--- config.mk ---
export PLATFORM = sky130hd
export DESIGN_NAME = seg_display_decoder
export DESIGN_NICKNAME = d
export VERILOG_FILES = /design/src/rtl/seg_display_decoder.sv
export SDC_FILE = /design/constraint.sdc
export NUM_CORES = 1
export LEC_CHECK = 0
export CORE_UTILIZATION = 25
export CTS_BUF_LIST = sky130_fd_sc_hd__clkbuf_8
export DETAILED_ROUTE_END_ITERATION = 7
export GPL_TIMING_DRIVEN = 0
export HOLD_SLACK_MARGIN = 0.15
export PLACE_DENSITY = 0.49
export SYNTH_ARGS = -nofsm -noshare
export SYNTH_HDL_FRONTEND = slang
export SYNTH_SLANG_ARGS = --single-unit
--- constraint.sdc ---
create_clock -name CLK_50MHz -period 6.5 [get_ports CLK_50MHz]
set_clock_uncertainty 0.05 [all_clocks]
set_input_delay 1.3 -clock CLK_50MHz [delete_from_list [all_inputs] [get_ports CLK_50MHz]]
set_output_delay 1.3 -clock CLK_50MHz [all_outputs]
set_load 0.01 [all_outputs]
--- src/rtl/seg_display_decoder.sv ---
// seg_display_decoder: debounces the four 7-segment buses back into digit codes and flags illegal patterns.
// Optional `SEG_DOT_MEASURE_EN adds a measurement of the DOT rising-edge period.
module seg_display_decoder #(
    parameter int STABLE_CYCLES = 4,
    parameter int STAB_W = 8,
    parameter int PERIOD_W = 32
) (
    input  logic                CLK_50MHz,
    input  logic                rst,
    input  logic [6:0]          HexMSBH,
    input  logic [6:0]          HexMSBL,
    input  logic [6:0]          HexLSBH,
    input  logic [6:0]          HexLSBL,
    input  logic                DOT,
    output logic [3:0]          digit_mh,
    output logic [3:0]          digit_ml,
    output logic [3:0]          digit_lh,
    output logic [3:0]          digit_ll,
    output logic [3:0]          blank,
    output logic                valid,
    output logic                upd_pulse,
    output logic                err_pulse,
    output logic [7:0]          err_cnt,
    output logic [PERIOD_W-1:0] dot_period,
    output logic                dot_period_vld
);
    localparam logic [STAB_W-1:0] STAB_MAX = STAB_W'(STABLE_CYCLES);
    localparam logic [STAB_W-1:0] STAB_HIT = STAB_W'(STABLE_CYCLES - 1);

    // returns {blank, code}; active-low segments, bit0=a
    function automatic logic [4:0] decode(input logic [6:0] s);
        case (s)
            7'h40:   decode = 5'h00;
            7'h79:   decode = 5'h01;
            7'h24:   decode = 5'h02;
            7'h30:   decode = 5'h03;
            7'h19:   decode = 5'h04;
            7'h12:   decode = 5'h05;
            7'h02:   decode = 5'h06;
            7'h78:   decode = 5'h07;
            7'h00:   decode = 5'h08;
            7'h10:   decode = 5'h09;
            7'h7F:   decode = 5'h1F;
            default: decode = 5'h0E;
        endcase
    endfunction

    logic [3:0][6:0]        seg, prev_q, prev_d;
    logic [3:0][STAB_W-1:0] cnt_q, cnt_d;
    logic [3:0][3:0]        code_q, code_d;
    logic [3:0][4:0]        dec;
    logic [3:0]             blank_q, blank_d, cmtd_q, cmtd_d, commit, changed, bad, is_e;
    logic [2:0]             n_bad;
    logic [8:0]             err_sum;
    logic [7:0]             err_cnt_q, err_cnt_d;
    logic                   valid_q, valid_d, upd_q, err_q;

    assign seg = {HexMSBH, HexMSBL, HexLSBH, HexLSBL};

    always_comb begin
        prev_d  = prev_q;
        cnt_d   = cnt_q;
        code_d  = code_q;
        blank_d = blank_q;
        cmtd_d  = cmtd_q;
        dec     = '0;
        commit  = '0;
        changed = '0;
        bad     = '0;
        is_e    = '0;
        n_bad   = '0;
        for (int i = 0; i < 4; i++) begin
            dec[i] = decode(seg[i]);
            if (seg[i] == prev_q[i]) begin
                cnt_d[i]  = (cnt_q[i] == STAB_MAX) ? cnt_q[i] : cnt_q[i] + STAB_W'(1);
                commit[i] = (cnt_q[i] == STAB_HIT);
            end else begin
                cnt_d[i]  = '0;
                prev_d[i] = seg[i];
            end
            if (commit[i]) begin
                {blank_d[i], code_d[i]} = dec[i];
                cmtd_d[i]  = 1'b1;
                changed[i] = !cmtd_q[i] || (dec[i][3:0] != code_q[i]);
                bad[i]     = (dec[i][3:0] == 4'hE);
            end
            is_e[i] = (code_d[i] == 4'hE);
            n_bad   = n_bad + {2'b0, bad[i]};
        end
        err_sum   = {1'b0, err_cnt_q} + {6'b0, n_bad};
        err_cnt_d = err_sum[8] ? 8'hFF : err_sum[7:0];
        valid_d   = (&cmtd_d) && !(|is_e);
    end

    always_ff @(posedge CLK_50MHz) begin
        if (rst) begin
            prev_q    <= {4{7'h7F}};
            cnt_q     <= '0;
            code_q    <= {4{4'hF}};
            blank_q   <= '0;
            cmtd_q    <= '0;
            err_cnt_q <= '0;
            valid_q   <= 1'b0;
            upd_q     <= 1'b0;
            err_q     <= 1'b0;
        end else begin
            prev_q    <= prev_d;
            cnt_q     <= cnt_d;
            code_q    <= code_d;
            blank_q   <= blank_d;
            cmtd_q    <= cmtd_d;
            err_cnt_q <= err_cnt_d;
            valid_q   <= valid_d;
            upd_q     <= |changed;
            err_q     <= |bad;
        end
    end

    assign {digit_mh, digit_ml, digit_lh, digit_ll} = code_q;
    assign blank     = blank_q;
    assign valid     = valid_q;
    assign upd_pulse = upd_q;
    assign err_pulse = err_q;
    assign err_cnt   = err_cnt_q;

`ifdef SEG_DOT_MEASURE_EN
    logic                dot_q, armed_q, pvld_q;
    logic [PERIOD_W-1:0] pcnt_q, period_q;

    // first rising edge only arms the counter; later edges latch the elapsed cycles
    always_ff @(posedge CLK_50MHz) begin
        if (rst) begin
            dot_q    <= 1'b0;
            armed_q  <= 1'b0;
            pvld_q   <= 1'b0;
            pcnt_q   <= '0;
            period_q <= '0;
        end else begin
            dot_q <= DOT;
            if (DOT && !dot_q) begin
                if (armed_q) begin
                    period_q <= (&pcnt_q) ? pcnt_q : pcnt_q + PERIOD_W'(1);
                    pvld_q   <= 1'b1;
                end
                armed_q <= 1'b1;
                pcnt_q  <= '0;
            end else if (!(&pcnt_q)) begin
                pcnt_q <= pcnt_q + PERIOD_W'(1);
            end
        end
    end

    assign dot_period     = period_q;
    assign dot_period_vld = pvld_q;
`else
    logic unused_dot;
    assign unused_dot     = DOT;
    assign dot_period     = '0;
    assign dot_period_vld = 1'b0;
`endif
endmodule

---- Word-level counts from Yosys, hierarchy flattened ----
Cells that the tools add are included.
cells by class
  muxes and demuxes ....................... 25
  $add $sub $neg .......................... 8
  bitwise gates (word level) .............. 4
  reductions and logical operators ........ 22
  eq/ne operators ......................... 64
operators by type and width
  cell                                                 number
  case mux 5 bit (11 select lines)                     4
  equality test 7 bit, second input constant           16
  equality test 7 x 5 -> 1 bit, second input constant  12
  equality test 7 x 6 -> 1 bit, second input constant  8
  adder 8 x 1 -> 8 bit, second input constant          4
  equality test 4 bit, second input constant           8
  equality test 8 x 2 -> 1 bit, second input constant  4
  equality test 8 x 3 -> 1 bit, second input constant  4
  equality test 7 x 2 -> 1 bit, second input constant  4
  equality test 7 bit                                  4
  logical NOT 7 bit                                    4
  two-way mux 1 bit                                    16
  two-way mux 4 bit                                    4
  != test 4 bit                                        4
  OR reduction 4 bit                                   3
  adder 8 x 3 -> 9 bit                                 1
  two-way mux 8 bit                                    1
  OR reduction 2 bit                                   4
  logical NOT 1 bit                                    5
  logical OR 1 bit                                     4
  inverter 1 bit                                       4
  AND reduction 4 bit                                  1
  adder 2 x 1 -> 3 bit                                 1
  adder 3 x 1 -> 3 bit                                 1
  other kinds (2)                                      2
word-level totals
  word-level logic and storage cells ...... 144
  flip-flop bits (word level) ............. 95
  input port bits ......................... 31
  output and inout port bits .............. 64

---- Depth between registers and ports, before layout ----
Gate-level depths: netlist of the first run.
  word-level depth ........................ 9
  depth in mapped cells ................... 17
  depth with buffers taken out ............ 16

---- Worst setup path after synthesis of the first run ----
OpenSTA, ideal clock, no wires.
  path type ............................... input -> register
  start ................................... input HexMSBL[2]
  end ..................................... register err_cnt_q[0], in the netlist err_cnt[0]
  stages on the path ...................... 15
  setup slack ............................. 1453 ps
  arrival ................................. 4865 ps
  buffers on the path ..................... 1
  cells stage by stage .................... clkbuf_1 xnor2_1 nand4_1 nor4_2 nand4b_4 a2111oi_2 o211ai_1 fa_1 inv_1 fa_1 fa_1 and3_1 and3_1 nand3_1 a21oi_1
between the ends
  longest elaborated chain between the ends .. 8
  elaborated cells on any way between the ends .. 20
RTL lines
  what                                         RTL line  text
  from (decl)                                  11        input logic [6:0] HexMSBL,
  equality test 7 bit (tied with other cells)  32        case (s)
  case mux 5 bit (11 select lines)             32
  equality test 4 bit                          85        bad[i] = (dec[i][3:0] == 4'hE);
  two-way mux 1 bit (*)                        81        if (commit[i]) begin
  adder 2 x 1 -> 3 bit (*)                     88        n_bad = n_bad + {2'b0, bad[i]};
  adder 3 x 1 -> 3 bit (*)                     88
  adder 8 x 3 -> 9 bit (*)                     90        err_sum = {1'b0, err_cnt_q} + {6'b0, n_bad};
  two-way mux 8 bit (*)                        91        err_cnt_d = err_sum[8] ? 8'hFF : err_sum[7:0];
  to (signal assigned)                         112       err_cnt_q <= err_cnt_d;
  to (decl)                                    55        logic [7:0] err_cnt_q, err_cnt_d;
Every way passes the cells marked *; elsewhere a longest branch is shown, timed or not.
A chain may end at the register's enable or synchronous reset.

---- Worst setup path after layout of the first run ----
  start ................................... input HexMSBL[3]
  end ..................................... register err_cnt_q[5], in the netlist err_cnt[5]
The elaborated chain is that of the path after synthesis.

==> out/metrics.yaml, run 1 <==
hold_path_end: "blank[1]"
syn_inst: 647
crit_path_cell_trace: "clkdlybuf4s50_1, buf_2, xnor2_1, nand4_1, nor4_2, nand4b_4, a2111oi_2, o211ai_1, fa_1, inv_1, fa_1, fa_1, and3_1, and3_1, nand3_1, a21oi_1"
cp.arrival_ns: 5.91
clock_sink_count: 95
antenna_cells: 0
row_count: 53
fp.coreArea_um2: 21290
status: "finished clean"
placed_cell_area_um2: 6449
cts_tree: "done"
cts.repair.resized: 0
synth-compound-area-share_pct: 12.43
final_hold_viol_count: 0
setup_tns_ns: 0
critPathMaxFanout: 10
required_ns: 6.68
synth.distinct_cells: 68
critical_path.most_common_cell: "fa_1"
clockRootBuffer: "clkbuf_8"
path_delay_family: "adder cells"
path_buf_inv: 3
routedWlPerCell_um: 12.94
hp-class: "register to register"
gp_congestion: 0.7662
irDropWorstVdd_mv: 0.07833
finalNetCount: 781
die-area_um2: 22610
initial_core_util_pct: 25.86
floorplan.die.width_um: 150.4
synth_top_area_share_pct: 34.55
io_buffers: 48
power_mw: 1.084
layout_common_cells: "95 x dfxtp_1, 70 x nor2_1, 48 x clkdlybuf4s50_1"
final_common_cell: "dfxtp_1"
maxSlewViolCount: 0
drt-pass1-iter-count: 6
path_clk_slew_ns: 0.08
cp.depth: 16
cpMaxStageDelayCell: "fa_1"
largest-register: "cnt_q"
cts_max_level: 3
drive_above_1_share_pct: 12.92
synthTopCellsByArea: "dfxtp_1 35%, xor2_1 6.7%, xnor2_1 5.6%"
viasPerCell: 4.415
synth_top_family_by_area: "simple AND/OR/NAND/NOR gates"
min_from: "blank[1]"
yosysWarnings: 0
synth-edff-count: 0
die_h_um: 150.4
r2r-start: "cnt_q[21]"
area_growth_pct: 20.28
grt_pass1_vias: 4126
antenna_found_initial: 0
synth_xor_area_share_pct: 12.25
yosys.area_share.simple_pct: 28.26
critPathLaunchType: "input pin"
async_flop_share_pct: 0
rr_endpoint: "err_cnt[5]"
slew_headroom_pct: 45.57
hpwlAfterDp_um: 9842
finalSetupViolCount: 0
period_minus_slack_ns: 5.732
yosys.area.top_type: "dfxtp_1"
worst_pin_slew_ns: 0.8038
postLayoutCellArea_um2: 6620
ant_nets: 0
syn_area_um2: 5504
p_leak_nw: 2.516
synth.mux.area_fraction_pct: 0.7274
path_class: "input pin to register"
vias: 4494
endpoint_kind: "register"
synth_ff_type: "dfxtp_1"
drc: 0
fmax_mhz: 174.4
grt_start_max_net_pins: 17
io_pins: 95
finalCritPeriodShare_pct: 88.19
postSynthAreaPerCell_um2: 8.507
hold_path_depth: 2
cts_hold_buf: 0
yosysSeqAreaShare_pct: 34.55
cts_buffers: 9
routed_wl_um: 13180
reg2reg_setup_slack_ns: 1.93
post_cts_buffers: 0
clock_latency_ns: 0.37
drv_cap: 0
grt_util_all_layers_pct: 12.07
crit_start: "HexMSBL[3]"
clk_path_buf_depth: 2
grt_first_pass_wirelength_um: 21290
synthAdderAreaFrac_pct: 3.137
rsz0062_at_grt: "no"
grt_overflow: 0
largest_reg_flops: 32
synth-seq-cells: 95
cpPeakStageDelay_ns: 0.56
pwr_density_cell_nw_per_um2: 163.8
drt-initial-drc-count: 292
r2r_cells: 13
through the flow:
| step | setup slack (ns) | instances | hold WS [ns] | util (%) |
|---|---|---|---|---|
| floorplan | 1.453 | 679 | 0.3815 | - |
| global placement | 0.3135 | 1002 | 0.4026 | 30.29 |
| detailed placement | 0.3408 | 1002 | 0.3971 | 30.29 |
| CTS | 0.7392 | 1018 | 0.4199 | 31.10 |
| global route | 0.4505 | 1018 | 0.4402 | 31.10 |
| finish | 0.7676 | 1018 | 0.4131 | 31.10 |
metal layers:
layer  track usage, %  part of all wire, %  routed length (um)
met1            16.47                   50                6578
met2            18.85                   45                5921
met3            2.182                  3.8                 502
met4            4.394                  1.3                 173
met5                0                    0                   0
worst max-delay path by stage:
stage	end	slack, ns
floorplan	err_cnt[0]	1.45
global placement	err_cnt[1]	0.31
detailed placement	err_cnt[3]	0.34
CTS	err_cnt[5]	0.74
global route	err_cnt[2]	0.45
finish	err_cnt[5]	0.77
power breakdown:
part | internal, mW | switching, mW | leakage, nW
sequential | 0.591 | 0.00397 | 0.774
combinational | 0.0600 | 0.0720 | 1.66
clock | 0.139 | 0.218 | 0.0854
total | 0.790 | 0.294 | 2.52
final cells by class:
| type | count | area [um2] |
|---|---|---|
| buffer | 68 | 392.9 |
| fill | 2287 | 14670 |
| tap | 275 | 344.1 |
| clock inverter | 7 | 47.55 |
| clock buffer | 9 | 123.9 |
| multi-input combinational | 495 | 3251 |
| inverter | 21 | 78.83 |
| sequential | 95 | 1902 |
| timing repair buffer | 48 | 480.5 |
worst min-delay path: stages (launching register included):
cell and delay [ns]:
dfxtp_1 0.32, nand2_1 0.05, a21oi_1 0.05
cell families after synthesis:
family	Yosys count
buffers and inverters	89
other	1
adder cells (fa/ha/maj)	12
flip-flops	95
XOR/XNOR	77
AO/OA/AOI/OAI	97
multiplexers	4
AND/OR/NAND/NOR	272
synthesized netlist by cell type, types with 11 or more instances:
cell	n
buf_4	33
or2_2	29
dfxtp_1	95
a21oi_1	29
a211o_1	11
xor2_1	42
clkbuf_1	28
xnor2_1	35
and3_1	16
nand3_1	37
nand2_1	13
nand2b_1	21
nor2_1	70
inv_1	21
nor3_1	15
Power figures use the tool's default switching activity.
==> inputs of run 2 (changes only) <==
--- a/config.mk
+++ b/config.mk
@@ -9,7 +9,6 @@
 export CTS_BUF_LIST = sky130_fd_sc_hd__clkbuf_8
 export DETAILED_ROUTE_END_ITERATION = 7
 export GPL_TIMING_DRIVEN = 0
-export HOLD_SLACK_MARGIN = 0.15
 export PLACE_DENSITY = 0.49
 export SYNTH_ARGS = -nofsm -noshare
 export SYNTH_HDL_FRONTEND = slang
==> results of run 2 <==
Same layout as run 1: the final DEF is identical, and so are final timing and power.
